[src/rtl/sample_sched_if.sv]
// Handshake and sample-counter bundle for sample_sched: two requesters, control, and counter link.
interface sample_sched_if;
  logic       start;
  logic       stop;
  logic       req0_valid;
  logic       req1_valid;
  logic [7:0] req0_data;
  logic [7:0] req1_data;
  logic       req0_ready;
  logic       req1_ready;
  logic [7:0] smp_data_in;
  logic       smp_enable;
  logic [9:0] smp_count;
  logic       busy;
  logic       done;
  logic [9:0] final_count;
  logic [15:0] vec_total;

  modport master (
    output start, stop, req0_valid, req1_valid, req0_data, req1_data, smp_count,
    input  req0_ready, req1_ready, smp_data_in, smp_enable, busy, done, final_count, vec_total
  );

  modport slave (
    input  start, stop, req0_valid, req1_valid, req0_data, req1_data, smp_count,
    output req0_ready, req1_ready, smp_data_in, smp_enable, busy, done, final_count, vec_total
  );
endinterface

[src/rtl/sample_sched.sv]
// Session scheduler: settles, then round-robin accepts vectors from two requesters into a
// sample counter until MAX_VECTORS or stop, drains two cycles and reports the final count.
module sample_sched #(
  parameter int SETTLE_CYCLES = 10,
  parameter int MAX_VECTORS   = 3
) (
  input logic           sim_clk,
  input logic           reset,
  sample_sched_if.slave bus
);

  typedef enum logic [1:0] {IDLE, SETTLE, RUN, DRAIN} state_t;

  localparam logic [15:0] MAX_VEC     = 16'(MAX_VECTORS);
  localparam logic [31:0] SETTLE_LOAD = 32'(SETTLE_CYCLES);

  state_t      state_reg;
  logic [31:0] settle_cnt_reg;
  logic        drain_cnt_reg;
  logic        last_grant_reg;
  logic        smp_enable_reg;
  logic [7:0]  smp_data_reg;
  logic        busy_reg;
  logic        done_reg;
  logic [9:0]  final_count_reg;
  logic [15:0] vec_total_reg;

  logic        grant;
  logic        run_ok;
  logic        ready0;
  logic        ready1;
  logic        xfer;
  logic [7:0]  grant_data;
  logic [15:0] vec_next;

  // Grant favours whichever requester did not win the previous transfer.
  always_comb begin
    grant = 1'b0;
    if (bus.req0_valid && bus.req1_valid) begin
      grant = ~last_grant_reg;
    end else if (bus.req1_valid) begin
      grant = 1'b1;
    end
    run_ok     = (state_reg == RUN) && !bus.stop;
    ready0     = run_ok && !grant && bus.req0_valid;
    ready1     = run_ok && grant && bus.req1_valid;
    xfer       = ready0 || ready1;
    grant_data = grant ? bus.req1_data : bus.req0_data;
    vec_next   = (vec_total_reg == 16'hFFFF) ? vec_total_reg : vec_total_reg + 16'd1;
  end

  assign bus.req0_ready  = ready0;
  assign bus.req1_ready  = ready1;
  assign bus.smp_enable  = smp_enable_reg;
  assign bus.smp_data_in = smp_data_reg;
  assign bus.busy        = busy_reg;
  assign bus.done        = done_reg;
  assign bus.final_count = final_count_reg;
  assign bus.vec_total   = vec_total_reg;

  always_ff @(posedge sim_clk or negedge reset) begin
    if (!reset) begin
      state_reg       <= IDLE;
      settle_cnt_reg  <= 32'd0;
      drain_cnt_reg   <= 1'b0;
      last_grant_reg  <= 1'b1;
      smp_enable_reg  <= 1'b0;
      smp_data_reg    <= 8'd0;
      busy_reg        <= 1'b0;
      done_reg        <= 1'b0;
      final_count_reg <= 10'd0;
      vec_total_reg   <= 16'd0;
    end else begin
      smp_enable_reg <= 1'b0;
      done_reg       <= 1'b0;
      case (state_reg)
        IDLE: begin
          if (bus.start) begin
            vec_total_reg <= 16'd0;
            busy_reg      <= 1'b1;
            if (SETTLE_CYCLES == 0) begin
              state_reg      <= RUN;
              settle_cnt_reg <= 32'd0;
            end else begin
              state_reg      <= SETTLE;
              settle_cnt_reg <= SETTLE_LOAD;
            end
          end
        end
        SETTLE: begin
          if (settle_cnt_reg <= 32'd1) begin
            state_reg      <= RUN;
            settle_cnt_reg <= 32'd0;
          end else begin
            settle_cnt_reg <= settle_cnt_reg - 32'd1;
          end
        end
        RUN: begin
          if (bus.stop) begin
            state_reg     <= DRAIN;
            drain_cnt_reg <= 1'b0;
          end else if (xfer) begin
            smp_enable_reg <= 1'b1;
            smp_data_reg   <= grant_data;
            vec_total_reg  <= vec_next;
            last_grant_reg <= grant;
            if (vec_next == MAX_VEC) begin
              state_reg     <= DRAIN;
              drain_cnt_reg <= 1'b0;
            end
          end
        end
        DRAIN: begin
          // Second drain cycle: the counter has absorbed the last enable by now.
          if (drain_cnt_reg) begin
            state_reg       <= IDLE;
            busy_reg        <= 1'b0;
            done_reg        <= 1'b1;
            final_count_reg <= bus.smp_count;
          end else begin
            drain_cnt_reg <= 1'b1;
          end
        end
        default: begin
          state_reg <= IDLE;
          busy_reg  <= 1'b0;
        end
      endcase
    end
  end

endmodule

[src/flat_wrapper.sv]
// flat-port wrapper written by rule: the top's interface ports become plain ports
module sample_sched_flat 
#(
  parameter int SETTLE_CYCLES = 10,
  parameter int MAX_VECTORS   = 3
)
  (sim_clk, reset, bus_start, bus_stop, bus_req0_valid, bus_req1_valid, bus_req0_data, bus_req1_data, bus_smp_count, bus_req0_ready, bus_req1_ready, bus_smp_data_in, bus_smp_enable, bus_busy, bus_done, bus_final_count, bus_vec_total);
  sample_sched_if bus_i ();
  input logic sim_clk;
  input logic reset;
  input wire logic [$bits(bus_i.start)-1:0] bus_start;
  input wire logic [$bits(bus_i.stop)-1:0] bus_stop;
  input wire logic [$bits(bus_i.req0_valid)-1:0] bus_req0_valid;
  input wire logic [$bits(bus_i.req1_valid)-1:0] bus_req1_valid;
  input wire logic [$bits(bus_i.req0_data)-1:0] bus_req0_data;
  input wire logic [$bits(bus_i.req1_data)-1:0] bus_req1_data;
  input wire logic [$bits(bus_i.smp_count)-1:0] bus_smp_count;
  output wire logic [$bits(bus_i.req0_ready)-1:0] bus_req0_ready;
  output wire logic [$bits(bus_i.req1_ready)-1:0] bus_req1_ready;
  output wire logic [$bits(bus_i.smp_data_in)-1:0] bus_smp_data_in;
  output wire logic [$bits(bus_i.smp_enable)-1:0] bus_smp_enable;
  output wire logic [$bits(bus_i.busy)-1:0] bus_busy;
  output wire logic [$bits(bus_i.done)-1:0] bus_done;
  output wire logic [$bits(bus_i.final_count)-1:0] bus_final_count;
  output wire logic [$bits(bus_i.vec_total)-1:0] bus_vec_total;
  assign bus_i.start = bus_start;
  assign bus_i.stop = bus_stop;
  assign bus_i.req0_valid = bus_req0_valid;
  assign bus_i.req1_valid = bus_req1_valid;
  assign bus_i.req0_data = bus_req0_data;
  assign bus_i.req1_data = bus_req1_data;
  assign bus_i.smp_count = bus_smp_count;
  assign bus_req0_ready = bus_i.req0_ready;
  assign bus_req1_ready = bus_i.req1_ready;
  assign bus_smp_data_in = bus_i.smp_data_in;
  assign bus_smp_enable = bus_i.smp_enable;
  assign bus_busy = bus_i.busy;
  assign bus_done = bus_i.done;
  assign bus_final_count = bus_i.final_count;
  assign bus_vec_total = bus_i.vec_total;
  sample_sched #(.SETTLE_CYCLES(SETTLE_CYCLES), .MAX_VECTORS(MAX_VECTORS)) u_core (.sim_clk(sim_clk), .reset(reset), .bus(bus_i));
endmodule
[config.mk]
export PLATFORM = sky130hd
export DESIGN_NAME = sample_sched_flat
export DESIGN_NICKNAME = d
export VERILOG_FILES = /design/src/rtl/sample_sched_if.sv /design/src/rtl/sample_sched.sv /design/src/flat_wrapper.sv
export SDC_FILE = /design/constraint.sdc
export NUM_CORES = 1
export LEC_CHECK = 0
export ABC_AREA = 1
export CAP_MARGIN = 20
export CORE_MARGIN = 5
export CORE_UTILIZATION = 55
export DETAILED_ROUTE_END_ITERATION = 16
export DONT_BUFFER_PORTS = 1
export GPL_ROUTABILITY_DRIVEN = 1
export GPL_TIMING_DRIVEN = 0
export PLACE_DENSITY = 0.82
export SKIP_LAST_GASP = 1
export SLEW_MARGIN = 20
export SYNTH_ARGS = -nofsm -noshare
export SYNTH_HDL_FRONTEND = slang
export SYNTH_SLANG_ARGS = --single-unit
[constraint.sdc]
create_clock -name sim_clk -period 1.8 [get_ports sim_clk]
set_input_delay 0.36 -clock sim_clk [delete_from_list [all_inputs] [get_ports sim_clk]]
set_output_delay 0.36 -clock sim_clk [all_outputs]
set_load 0.02 [all_outputs]
Word level (Yosys, flattened, before mapping)
Cells that the tools add are included.
- equal/unequal tests: 12
- add/subtract/negate cells: 2
- reductions and logical operators: 21
- multipliers: 0
- bitwise logic cells: 2
- muxes and demuxes: 30
- order comparisons: 1
- shift operators: 0
- div/mod/pow operators: 0
- operators with widths (operator ; number):
    $mux 16 ; 4
    $mux 32 ; 2
    $pmux 32 s2 ; 1
    $le 32x1->1 const B ; 1
    $pmux 16 s2 ; 1
    $sub 32x1->32 const B ; 1
    $add 16x1->16 const B ; 1
    $eq 16x16->1 const B ; 1
    $eq 16x2->1 const B ; 1
    $mux 1 ; 12
    $mux 2 ; 6
    $reduce_and 3->1 ; 3
    $mux 8 ; 1
    $pmux 2 s4 ; 1
    $reduce_bool 2->1 ; 4
    $logic_and 1x1->1 ; 6
    $ne 2x1->1 const B ; 3
    $reduce_and 5->1 ; 1
    $eq 2x2->1 const B ; 2
    $ne 2x2->1 const B ; 2
    $pmux 1 s2 ; 2
    $reduce_and 2->1 ; 2
    $reduce_and 4->1 ; 1
    $ne 3x2->1 const B ; 1
    other kinds (6) ; 8
- register bits after elaboration: 73
- bits in writable memories: 0
- memories kept: 0
- output and inout port bits: 39
- latch bits: 0
- ROM bits: 0

Logic depth before layout (Yosys ltp)
Gate-level depths: netlist (run 1).
- depth after elaboration: 9
- depth in mapped cells: 15
- depth with buffers taken out: 15

Least setup slack after synthesis (run 1)
No wires, ideal clock.
- path type: register to register
- start point: register u_core.vec_total_reg[0], in the netlist u_core.bus.vec_total[0]
- end point: register u_core.state_reg[0]
- buffers on the path: 0
- library setup time: 0.117 ns
- required time: 1.683 ns
- stages on the path, launching flop included: 15
- arrival time: 1.974 ns
- clock period less this slack: 2.091 ns
- path slack: -0.291 ns
- cell sequence: dfrtp_1 > ha_1 > inv_1 > nor2_2 > nand2_4 > nor2_8 > nand2_2 > nand2_1 > nand3_1 > nor3_2 > nand3_2 > nand2_4 > nand2_2 > nand2_1 > nand2_1
- word-level cells in the longest chain between the ends: 5
- RTL lines (item ; line ; RTL):
    from (decl) ; sample_sched.sv:26 ; logic [15:0] vec_total_reg;
    from (signal assigned) ; sample_sched.sv:105 ; vec_total_reg <= vec_next;
    $add 16x1->16 or $eq 16x16->1 (tied branches) ; sample_sched.sv:49 ; vec_next = (vec_total_reg == 16'hFFFF) ? vec_total_reg : vec_total_reg + 16'd1;
    $mux 16 * ; sample_sched.sv:49 ;
    $eq 16x2->1 * ; sample_sched.sv:107 ; if (vec_next == MAX_VEC) begin
    $ne 3x3->1 (no source line) * ; n/a ;
    $reduce_and 5->1 (no source line) * ; n/a ;
    to (signal assigned) ; sample_sched.sv:63 ; state_reg <= IDLE;
    to (signal assigned) ; sample_sched.sv:108 ; state_reg <= DRAIN;
    to (signal assigned) ; sample_sched.sv:116 ; state_reg <= IDLE;
    to (decl) ; sample_sched.sv:17 ; state_t state_reg;
Every way passes the cells marked *; elsewhere a longest branch is shown, timed or not.
A chain may end at the register's enable or synchronous reset.

Worst setup path after layout (run 1)
- start point: register u_core.state_reg[0]
- end point: register u_core.state_reg[1]
- word-level cells in the longest chain between the ends: 7
- RTL lines (item ; line ; RTL):
    from (signal assigned) ; sample_sched.sv:63 ;
    from (signal assigned) ; sample_sched.sv:82 ; state_reg <= RUN;
    from (signal assigned) ; sample_sched.sv:85 ; state_reg <= SETTLE;
    $eq 2x2->1 ; sample_sched.sv:44 ; run_ok = (state_reg == RUN) && !bus.stop;
    $logic_and 1x1->1 ; sample_sched.sv:44 ;
    $logic_and 1x1->1 (2 in series) ; sample_sched.sv:45 ; ready0 = run_ok && !grant && bus.req0_valid;
    via bus_req0_ready ; flat_wrapper.sv:18 ; output wire logic [$bits(bus_i.req0_ready)-1:0] bus_req0_ready;
    $logic_or 1x1->1 ; sample_sched.sv:47 ; xfer = ready0 || ready1;
    $ne 3x2->1 (no source line) ; n/a ;
    $reduce_and 5->1 (no source line) ; n/a ;
The timed path passes the listed nets, and every way through them passes these cells.

==> run summary, run 1 <==
The post-route worst setup slack is -0.318 ns. The first-pass iteration count of the detailed router is 5. The classification of the worst-slack hold path is in -> async. The row count is 31. The setup skew after layout is 0.0159 ns. CTS placed an instance of sky130_fd_sc_hd__clkbuf_8 at the clock tree root. The worst setup path is launched from a flip-flop. The I/O pin count came out at 71. Global routing finished with a remaining overflow of 0.

Clock-pin slew was measured on the worst setup and hold paths at 0.09 ns. The area of the die came out at 9460 µm². The number of flip-flops and latches in the synthesized netlist came out at 73. The worst slew margin relative to its limit came out at 75.4%. The per-instance average area after synthesis came out at 7.74 µm². The die height is 97.2 µm. The leakage power total is 2.69 nW. The pre-CTS setup slack came out at -0.423 ns. The initial antenna violation count came out at 0. The filler cells instantiated in the layout total 389. The setup check on the worst reg-to-reg path leaves a slack of -0.32 ns. The most used flip-flop cell after synthesis is sky130_fd_sc_hd__dfrtp_1. Counting tap cells, the placed design contains a total of 640 instances. In this run the power density over the cells is 1590 nW/µm². The flow ran to the end, but the final reports show violations. The number of global-route vias before repair was 3,904. Setup repair after global routing could not meet its margin everywhere. The worst register-to-register path has a depth of 12.

The largest net degree at the start of global routing came out at 74. The count of endpoints failing setup in the final report came out at 45. The Yosys warning count came out at 0. Counting along the longest clock path gives a buffer depth of 2. The overall routing resource usage came out at 23.2%. The post-detailed-route count of antenna-violating nets came out at 0. Summed over all layers, the routed wires come to 12.3 mm. The net count of the finished layout came out at 654.

For the pin with the worst max-slew slack, the measured transition is 0.366 ns. The final-layout setup total negative slack is -7.30 ns. The top cell type by total area after synthesis is sky130_fd_sc_hd__dfrtp_1.

The floorplan step set the die width to 97.2 µm. The number of nets produced by synthesis is 580. The depth of the CTS H-tree came out at 3. The cell area after synthesis came out at 4190 µm². The share of Yosys cell area claimed by the top area cell type came out at 43.0%. The number of maximum-capacitance violations came out at 0. The signed area change from the synthesized netlist to the final layout came out at 34.1%. The number of enable flip-flop cells after synthesis came out at 0. The flip-flop count of the largest register after layout came out at 32.

The total number of vias is 4,044. The number of pins with negative max-slew slack in the final report is 0. The number of instances in the synthesized netlist came out at 541.

The first-pass GRT wire length came out at 18.3 mm. IR analysis of the VDD net gives a maximum drop of 0.856 mV. The post-DP HPWL is 6.97 mm. The total clock buffers created by CTS came out at 9. The clock period minus worst slack is 2.12 ns. Cells with a size suffix above 1 make up 38.1% of the layout. In this run the worst path has a maximum fanout of 3. The TritonCTS clock tree is done.

Of all flip-flops after synthesis, the portion carrying an async set or reset was 100%. The ratio of final minimum period to clock period is 118%. The critical path is of the reg -> reg type.

The leading cell type by number of instances after synthesis is sky130_fd_sc_hd__nand2_1. The fraction of the yosys area taken by sequential cells is 43.7%. The starting density of the core is 57.1%. The count of inserted antenna diode cells came out at 0. The number of sinks on the clock net is 73. The maximum frequency from static timing analysis is 472 MHz. The DRC marker count from the first detailed-route iteration came out at 246.

The number of I/O port buffers came out at 0. The worst hold margin came out at -0.314 ns. After synthesis, the netlist uses 39 different library cells.

Routability-driven placement finished with a final weighted congestion of 0.892. The via density per instance came out at 5.62. The total area inside the core boundary comes to 7330 µm². The final number of hold-violating endpoints came to 73.

The critical path starts at u_core.state_reg[0]. The commonest cells after synthesis are sky130_fd_sc_hd__nand2_1, sky130_fd_sc_hd__nor2_1, sky130_fd_sc_hd__dfrtp_1. The finished layout holds 719 standard cells, fillers aside. The launch instance of the worst register-to-register path is u_core.state_reg[0].

Dividing the detail-routed wire length by the instance count gives 17.1 µm. In the post-synthesis netlist, the biggest area contributors are sky130_fd_sc_hd__dfrtp_1, sky130_fd_sc_hd__nand2_1, sky130_fd_sc_hd__nor2_1, sky130_fd_sc_hd__inv_1, sky130_fd_sc_hd__xor2_1. The reg-to-reg critical path endpoint is u_core.state_reg[1]. The data arrival time of the worst path came out at 2.40 ns.

At the worst endpoint, the required time is 2.08 ns. Clock latency on the worst-skew pair, taken at its later pin, is 0.36 ns. The worst setup path is captured at a flip-flop.

For this run, design rule violations remaining after detail routing come to 0. The checks that failed: hold timing, setup timing.
[worst max-delay path, cell delays in order, from the launching register on]
cell,delay [ns]
sky130_fd_sc_hd__dfrtp_1,0.42
sky130_fd_sc_hd__inv_2,0.13
sky130_fd_sc_hd__ha_4,0.16
sky130_fd_sc_hd__inv_4,0.04
sky130_fd_sc_hd__nor2_4,0.13
sky130_fd_sc_hd__nand2_2,0.09
sky130_fd_sc_hd__nor2_4,0.23
sky130_fd_sc_hd__nor2_4,0.07
sky130_fd_sc_hd__nand2_1,0.12
sky130_fd_sc_hd__o211ai_1,0.13
sky130_fd_sc_hd__a21oi_2,0.24
sky130_fd_sc_hd__nand3_1,0.15
sky130_fd_sc_hd__nand2_1,0.11
[layout by cell type (no fill, tap or decap), types with 8 or more instances in the layout]
master / instances
sky130_fd_sc_hd__nand4_1: 9
sky130_fd_sc_hd__nor2_2: 15
sky130_fd_sc_hd__clkbuf_8: 9
sky130_fd_sc_hd__inv_1: 56
sky130_fd_sc_hd__buf_6: 22
sky130_fd_sc_hd__buf_4: 44
sky130_fd_sc_hd__xor2_1: 19
sky130_fd_sc_hd__a21oi_1: 13
sky130_fd_sc_hd__nor2_4: 20
sky130_fd_sc_hd__nand3_1: 15
sky130_fd_sc_hd__nor2_1: 57
sky130_fd_sc_hd__a31oi_1: 8
sky130_fd_sc_hd__nand2_1: 127
sky130_fd_sc_hd__nand2_2: 16
sky130_fd_sc_hd__dfrtp_1: 54
sky130_fd_sc_hd__nand3_2: 8
sky130_fd_sc_hd__o21ai_0: 8
sky130_fd_sc_hd__dfrtp_2: 18
sky130_fd_sc_hd__nand2_4: 12
[per-layer routing]
layer	vias up	wire length (µm)	track usage [%]
met4	0	314	9.37
met1	1965	4800	28.3
met2	184	6370	39.9
met5	-	0	0
met3	30	787	5.10
li1	1865	-	-
[logic make-up after synthesis]
logic type	synth area share, %
simple gates	33.7
xor+xnor	4.39
buf+inv	7.74
compound gates	8.37
flops	43.7
fa+ha+maj	2.09
[stage by stage]
step                      power [mW]  cell area [µm²]  util (%)
after floorplan                 5.03             4260         -
after global placement          5.55             4380      59.8
after detailed placement        5.69             4380      59.8
after CTS                       7.87             5090      69.5
after global routing            9.48             5620      76.6
final                           8.95             5620      76.6
[final cells by class]
cell class	instances	area, µm²	share of cell area (%)
buffer	6	58.8	1.05
inverter	71	299	5.33
clock inverter	7	78.8	1.40
clock buffer	9	124	2.21
sequential	73	1850	33.0
tap	99	124	2.21
timing repair buffer	65	584	10.4
multi-input combinational	389	2500	44.5
[worst max-delay path by stage]
| stage | slack, ns | end | cells after the start |
|---|---|---|---|
| final | -0.32 | u_core.state_reg[1] | 12 |
| after global routing | -0.40 | u_core.state_reg[1] | 12 |
| after CTS | -0.21 | u_core.state_reg[1] | 14 |
| after detailed placement | -0.42 | u_core.settle_cnt_reg[29] | 12 |
| after global placement | -0.33 | u_core.bus.vec_total[0] | 12 |
| after floorplan | -0.11 | u_core.settle_cnt_reg[31] | 12 |
[power breakdown]
part / total (mW) / switching [mW] / leakage, nW / internal (mW)
clock: 1.34 / 0.690 / 0.0925 / 0.652
combinational: 4.64 / 2.74 / 1.68 / 1.90
sequential: 2.97 / 0.813 / 0.918 / 2.16
[what timing repair did]
action | CTS | global route
resized for setup | 70 | 92
gates cloned | 1 | 1
setup buffers | 36 | 31
hold endpoints to repair | 73 | 73
pin swaps | 27 | 39
endpoints found under the setup margin | 58 | 70
(Power assumes the default switching activity.)
==> inputs of run 2 (changes only) <==
Settings changed: PLACE_DENSITY 0.82 to 0.73.
==> run 2 against run 1 <==
  * The flow still finishes with violations (hold timing, setup timing)
  * Clock skew down 0.0028 ns
  * Flip-flop and latch count unchanged
  * Count of clock-buffer cells in the layout up 4
  * Sequential share of layout area up 1.3 points
  * Sequential power down 1%
  * Worst setup slack better by 0.048 ns
  * Critical endpoint is now u_core.settle_cnt_reg[31]
==> run summary, run 2 (same netlist as run 1, synthesis figures left out) <==
The total chip power is 8.41 mW (-6.0%). The first-pass GRT wire length is 17.6 mm (-3.8%). The number of global-route vias before repair is 3,753 (-3.9%).

The flow ran to the end, but the final reports show violations. The total clock buffers created by CTS is 9 (unchanged). The I/O pin count is 71 (unchanged). The horizontal extent of the die came out at 97.2 µm (unchanged).

The wire length per cell after detailed routing came out at 15.6 µm (-8.8%). The number of pins with negative max-slew slack in the final report is 0 (unchanged). The largest net degree at the start of global routing is 74 (unchanged).

The net count of the finished layout came out at 641 (-2.0%). The root buffer cell chosen for the clock tree is sky130_fd_sc_hd__clkbuf_8. The cell count after placement came out at 640 (unchanged).

The aggregate global routing overflow is 0 (unchanged). On the critical path the largest part of the delay comes from simple AND/OR/NAND/NOR gates. The library cell used most frequently in the layout, excluding fill and tap cells, is sky130_fd_sc_hd__nand2_1. The worst hold margin came to -0.307 ns (+0.00698 ns). The number of buffer and inverter stages on the critical path came to 2 (unchanged). The number of maximum-capacitance violations is 0 (unchanged). Setup repair after global routing could not meet its margin everywhere. The count of endpoints failing setup in the final report was 37 (-18%). The overall routed net length came out at 11.0 mm (-10%). The detailed-route DRC error count came out at 0 (unchanged). The depth of the CTS H-tree was 3 (unchanged).

The maximum fanout along the worst path came out at 4 (+1). The starting density of the core came to 57.1% (unchanged). The area of the die is 9460 µm² (unchanged). The final-layout setup total negative slack is -3.73 ns (+3.57 ns). On the critical path, the stage with the largest delay is an instance of sky130_fd_sc_hd__dfrtp_1.

The pre-CTS setup slack came to -0.363 ns (+0.0592 ns). The clock latency on the worst-skew pair came out at 0.35 ns (about the same). The post-detailed-route count of antenna-violating nets was 0 (unchanged). The share of post-route cells with drive strength above 1 is 34.8% (-3.3 points). The total number of vias is 3,828 (-5.3%). The placer congestion estimate was 0.896 (+0.37%). The worst slew margin relative to its limit came out at 68.1% (-7.3 points). The area inside the core boundary came out at 7330 µm² (unchanged). The ratio of final minimum period to clock period came to 115% (-2.7 points). The transition time of the tightest slew-check pin came out at 0.475 ns (+0.109 ns). The first-pass iteration count of the detailed router is 4 (-1).

The final reports fail on hold timing, setup timing. The initial antenna violation count was 0 (unchanged). The maximum frequency from static timing analysis is 483 MHz (+2.3%).

The setup skew after layout came out at 0.0131 ns (-0.00277 ns). The post-layout utilization of the core is 73.7% (-2.9 points). The cell that appears most often on the critical path is sky130_fd_sc_hd__nand2_4. The largest stage delay on the critical path came out at 0.39 ns (-0.03 ns). The via density per instance came out at 5.42 (-3.6%). The number of sinks on the clock net came out at 73 (unchanged). The finished layout cell area is 5400 µm² (-3.8%). The worst setup path is captured at a flip-flop. The placed cell area came out at 4380 µm² (unchanged). The signed area change from the synthesized netlist to the final layout came out at 29.0%. The endpoint required time on the critical path is 2.03 ns (-0.05 ns). Leaving out fill and tap cells, the most frequent cells in the layout are sky130_fd_sc_hd__nand2_1, sky130_fd_sc_hd__inv_1, sky130_fd_sc_hd__nor2_1, sky130_fd_sc_hd__dfrtp_1, sky130_fd_sc_hd__buf_4. The post-route worst setup slack came out at -0.270 ns (+0.0485 ns). The data arrival time of the worst path came out at 2.30 ns (-0.10 ns). The number of I/O port buffers came out at 0 (unchanged). The final number of hold-violating endpoints came out at 73 (unchanged).

The type of origin of the critical path is a flip-flop. The total power divided by cell area came out at 1560 nW/µm² (-2.3%). The post-DP HPWL is 6.65 mm (-4.6%).

The clock period minus worst slack came out at 2.07 ns (-0.0485 ns). The maximum root-to-sink buffer count was 2 (unchanged). The count of inserted antenna diode cells came out at 0 (unchanged). The overall routing resource usage came out at 22.4% (-0.85 points). The classification of the worst-slack hold path is in -> async. The DRC marker count from the first detailed-route iteration came out at 253 (+2.8%). The number of standard cells in the final layout excluding fillers came to 706 (-1.8%).

The leakage power total came out at 2.61 nW (-3.0%). TritonCTS built the clock tree. The worst setup path is of the reg -> reg kind. The clock-pin slew on the worst setup and hold paths came out at 0.09 ns (about the same). The row count is 31 (unchanged).

The flip-flop count of the largest register after layout is 32 (unchanged). Walking the worst path, the cells encountered are inv_2 > ha_4 > nand2_4 > nand2_4 > nand2_4 > buf_6 > nand3_4 > nor3_4 > nand3_2 > nor2_4 > nand3_1 > o21ai_1 > a21oi_1. The maximum VDD drop came to 0.900 mV (+5.1%).

The die height is 97.2 µm (unchanged).
[run 2: changes by cell type in the layout (fill, tap and decap cells not counted), sizes merged]
cell	previous run	this run
buf	69	56
clkbuf	11	15
clkinvlp	3	1
bufinv	1	0
inv	72	71
[run 2: timing repair]
action	CTS	global route
gates resized for setup	78	59
buffers inserted	33	20
hold endpoints to repair	73	73
pin swaps	37	37
cloned	1	0
endpoints found under the setup margin	58	69
[run 2: final timing paths]
path / to / depth (start not counted) / from / slack [ns]
max in group asynchronous: u_core.last_grant_reg / 0 / reset / 1.91
min: u_core.settle_cnt_reg[9] / 0 / reset / -0.31
min in group sim_clk: u_core.bus.final_count[6] / 2 / bus_smp_count[6] / 0.12
max: u_core.settle_cnt_reg[31] / 13 / u_core.state_reg[1] / -0.27
min reg2reg: u_core.last_grant_reg / 2 / u_core.last_grant_reg / 0.50
max reg2reg: u_core.settle_cnt_reg[31] / 13 / u_core.state_reg[1] / -0.27
[run 2: cell type report]
| class | instances | area [µm²] |
|---|---|---|
| timing repair buffer | 51 | 440 |
| multi-input combinational | 389 | 2440 |
| clock inverter | 3 | 17.5 |
| sequential | 73 | 1850 |
| inverter | 71 | 287 |
| clock buffer | 13 | 159 |
| tap | 99 | 124 |
| fill | 492 | 1930 |
| buffer | 7 | 77.6 |
[run 2: power breakdown]
part           switching [mW]  leakage, nW  internal, mW
clock                   0.602       0.0894         0.573
combinational            2.52         1.61          1.79
sequential              0.774        0.917          2.16
[run 2: worst register-to-register path, delay by kind of cell (launching register included)]
kind / cells / cell delay, ns
compound gates: 2 / 0.19
flops: 1 / 0.39
simple gates: 8 / 1.00
buf+inv: 2 / 0.19
fa+ha+maj: 1 / 0.18
[run 2: metal layers]
layer / vias to the layer above / track usage (%) / part of all wire, %
met1: 1836 / 29.7 / 42
li1: 1841 / - / -
met2: 127 / 35.4 / 49
met3: 24 / 5.31 / 6.8
met5: - / 0 / 0
met4: 0 / 9.16 / 1.9
==> inputs of run 3 (changes only) <==
--- a/config.mk
+++ b/config.mk
@@ -14,5 +14,5 @@
 export GPL_ROUTABILITY_DRIVEN = 1
 export GPL_TIMING_DRIVEN = 0
-export PLACE_DENSITY = 0.73
+export PLACE_DENSITY = 0.7
 export SKIP_LAST_GASP = 1
 export SLEW_MARGIN = 20
==> constraint.sdc (replaced) <==
create_clock -name sim_clk -period 2.1 [get_ports sim_clk]
set_input_delay 0.42 -clock sim_clk [delete_from_list [all_inputs] [get_ports sim_clk]]
set_output_delay 0.42 -clock sim_clk [all_outputs]
set_load 0.1 [all_outputs]
==> run 3 against run 2 <==
  * The flow still finishes with violations (hold timing, setup timing)
  * Via count decreased by 4.2%
  * Fmax decreased by 8.8%
  * Largest cell class unchanged
  * Sequential share of layout area rose by 1.8 points
==> run summary, run 3 (same netlist as run 1, synthesis figures left out) <==
Broken down by cell family, the worst path's largest delay share belongs to simple AND/OR/NAND/NOR gates. The run finished, with violations left. The overall routed net length came out at 10.2 mm (-7.5%). Setup repair after global routing could not meet its margin everywhere.

TritonCTS built the clock tree. The endpoint required time on the critical path came out at 2.39 ns (+0.36 ns). The number of maximum-capacitance violations is 0 (unchanged).

The number of standard cells in the final layout excluding fillers is 696 (-1.4%). The capturing element type of the critical path is a flip-flop. The library cells used most frequently in the layout, excluding fill and tap cells, are sky130_fd_sc_hd__nand2_1, sky130_fd_sc_hd__nor2_1, sky130_fd_sc_hd__inv_1, sky130_fd_sc_hd__dfrtp_1, sky130_fd_sc_hd__buf_4. The clock-pin slew on the worst setup and hold paths came out at 0.08 ns (about the same). The horizontal extent of the die came to 97.2 µm (unchanged). The commonest non-fill, non-tap cell in the layout is sky130_fd_sc_hd__nand2_1.

The worst-path cell with the longest stage delay is sky130_fd_sc_hd__nor2_4. The share of post-route cells with drive strength above 1 is 29.8% (-4.9 points). The leakage power total is 2.52 nW (-3.4%). The combinational cell fraction of total power is 38.3% (-13 points).

The I/O pin count came out at 71 (unchanged). The overall routing resource usage is 21.2% (-1.2 points). The count of inserted antenna diode cells is 0 (unchanged). The via density per instance came out at 5.27 (-2.8%).

The post-route worst setup slack is -0.170 ns (+0.100 ns). The clock period minus worst slack is 2.27 ns (+0.200 ns). The checks that failed: hold timing, setup timing. The final number of hold-violating endpoints came out at 73 (unchanged). The internal power of the cells came out at 3.88 mW (-14%). The number of pins with negative max-slew slack in the final report is 0 (unchanged).

The largest stage delay on the critical path is 0.56 ns (+0.17 ns). The total number of vias came out at 3,668 (-4.2%). The worst slew margin relative to its limit is 37.7% (-30 points). The number of sinks on the clock net is 73 (unchanged). The area of the die came to 9460 µm² (unchanged). Clock tree synthesis selected as its root buffer the cell sky130_fd_sc_hd__clkbuf_8. The maximum frequency from static timing analysis came out at 441 MHz (-8.8%). The transition time of the tightest slew-check pin came out at 0.934 ns (+0.459 ns). The worst hold margin came out at -0.252 ns (+0.0553 ns).

The net count of the finished layout is 631 (-1.6%). The die height was 97.2 µm (unchanged). The initial antenna violation count came out at 0 (unchanged).

The pre-CTS setup slack came out at -0.503 ns (-0.140 ns). The final-layout setup total negative slack was -1.73 ns (+1.99 ns). The path class of the tightest hold or removal check is in -> async.

The setup skew after layout is 0.0106 ns (-0.00253 ns). The fraction of power consumed by sequential logic came to 45.2% (+10 points). The detailed-route DRC error count came out at 0 (unchanged). The worst reg2reg path depth is 14 (+1). The count of endpoints failing setup in the final report is 24 (-35%). The first-pass GRT wire length came out at 16.7 mm (-5.4%). The maximum root-to-sink buffer count came out at 2 (unchanged). The largest net degree at the start of global routing was 74 (unchanged). The signed area change from the synthesized netlist to the final layout is 24.8%. The maximum fanout along the worst path is 5 (+1). The wire length per cell after detailed routing came out at 14.6 µm (-6.1%). The total stage count of the critical path was 14 (+1). The row count is 31 (unchanged). The area inside the core boundary came to 7330 µm² (unchanged). The aggregate global routing overflow came out at 0 (unchanged).

The cell count after placement is 640 (unchanged). The maximum VDD drop came out at 1.39 mV (+55%). The starting density of the core is 57.1% (unchanged). The data arrival time of the worst path is 2.56 ns (+0.26 ns).

The number of fill cells in the layout came out at 543 (+10%). The post-DP HPWL came out at 6.44 mm (-3.2%). Walking the worst path, the cells encountered are inv_2 > ha_4 > inv_4 > nor2_4 > nand2_2 > nor2_4 > nor2_4 > inv_4 > o211ai_4 > inv_2 > nand2_4 > buf_6 > a21oi_2 > a21o_1.

The depth of the CTS H-tree came out at 3 (unchanged). The type of origin of the critical path is a flip-flop. The number of global-route vias before repair is 3,652 (-2.7%). The net switching power figure is 4.36 mW (+12%).

The worst setup path category is reg -> reg. The total clock buffers created by CTS came out at 9 (unchanged). The number of I/O port buffers came out at 0 (unchanged).

The clock latency on the worst-skew pair came out at 0.36 ns (about the same). The first-pass iteration count of the detailed router is 6 (+2). The switching part of the total is 52.9% (+6.6 points). The ratio of final minimum period to clock period is 108% (-6.9 points). The flip-flop count of the largest register after layout is 32 (unchanged). The placer congestion estimate is 0.899 (+0.32%). The number of buffer and inverter stages on the critical path came to 5 (+3). The total chip power is 8.23 mW (-2.1%).

The power share of the clock group is 16.5% (+2.5 points). The total power divided by cell area came out at 1580 nW/µm² (+1.2%). The DRC marker count from the first detailed-route iteration is 193 (-24%). The most numerous cell type found on the critical path is sky130_fd_sc_hd__nor2_4.

The post-detailed-route count of antenna-violating nets came to 0 (unchanged).
run 3: cell types whose count changed in the layout (fill, tap and decap cells not counted), sizes merged:
cell    previous run  this run
clkbuf            15        14
bufinv             0         3
buf               56        45
clkinv             2         1
run 3: power by group through the flow:
| stage | clock [mW] | combinational [mW] | sequential, mW |
|---|---|---|---|
| after floorplan | 0 | 1.89 | 3.63 |
| after global placement | 0 | 2.25 | 3.72 |
| after detailed placement | 0 | 2.30 | 3.72 |
| after CTS | 1.37 | 2.73 | 3.70 |
| after global routing | 1.44 | 3.53 | 3.78 |
| final | 1.36 | 3.15 | 3.72 |
run 3: worst paths after layout:
check	from	endpoint	slack (ns)
worst max-delay path	u_core.state_reg[0]	u_core.bus.vec_total[2]	-0.17
worst min-delay path	reset	u_core.bus.vec_total[1]	-0.25
worst max register to register	u_core.state_reg[0]	u_core.bus.vec_total[2]	-0.17
worst min register to register	u_core.last_grant_reg	u_core.last_grant_reg	0.47
max in group asynchronous	reset	u_core.last_grant_reg	2.15
min in group sim_clk	bus_smp_count[4]	u_core.bus.final_count[4]	0.17
run 3: metrics by stage:
stage / hold WS, ns / area, µm² / util [%]
final: -0.252 / 5230 / 71.3
after global routing: -0.263 / 5230 / 71.3
after CTS: -0.254 / 4950 / 67.6
after detailed placement: 0.126 / 4360 / 59.4
after global placement: 0.126 / 4360 / 59.4
after floorplan: 0.124 / 4230 / -
run 3: timing repair:
| item | CTS | global route |
|---|---|---|
| buffers inserted | 25 | 13 |
| setup endpoints to repair | 47 | 51 |
| resized for setup | 48 | 48 |
| hold endpoints to repair | 73 | 73 |
| pin swaps | 23 | 18 |
| gates cloned | 1 | 1 |
run 3: final cells by class:
type	count	area, µm²	share of cell area (%)
Inverter	71	287	5.48
Timing Repair Buffer	40	305	5.84
Buffer	8	71.3	1.36
Sequential cell	73	1890	36.1
Multi-Input combinational cell	389	2310	44.1
Clock inverter	5	103	1.96
Tap cell	99	124	2.37
Clock buffer	11	141	2.71
run 3: worst register-to-register path, cell delays in order (launching register included):
cell	delay, ns
sky130_fd_sc_hd__dfrtp_1	0.40
sky130_fd_sc_hd__inv_2	0.09
sky130_fd_sc_hd__ha_4	0.15
sky130_fd_sc_hd__inv_4	0.04
sky130_fd_sc_hd__nor2_4	0.09
sky130_fd_sc_hd__nand2_2	0.08
sky130_fd_sc_hd__nor2_4	0.56
sky130_fd_sc_hd__nor2_4	0.08
sky130_fd_sc_hd__inv_4	0.09
sky130_fd_sc_hd__o211ai_4	0.08
sky130_fd_sc_hd__inv_2	0.11
sky130_fd_sc_hd__nand2_4	0.09
sky130_fd_sc_hd__buf_6	0.15
sky130_fd_sc_hd__a21oi_2	0.11
sky130_fd_sc_hd__a21o_1	0.10
run 3: routing by layer:
layer	wire length [µm]	share of wire, %	vias up	track usage [%]
met5	0	0	-	0
met4	176	1.7	0	7.67
met3	701	6.9	18	6.39
met2	4880	48	109	33.1
met1	4410	43	1714	27.9
li1	-	-	1827	-
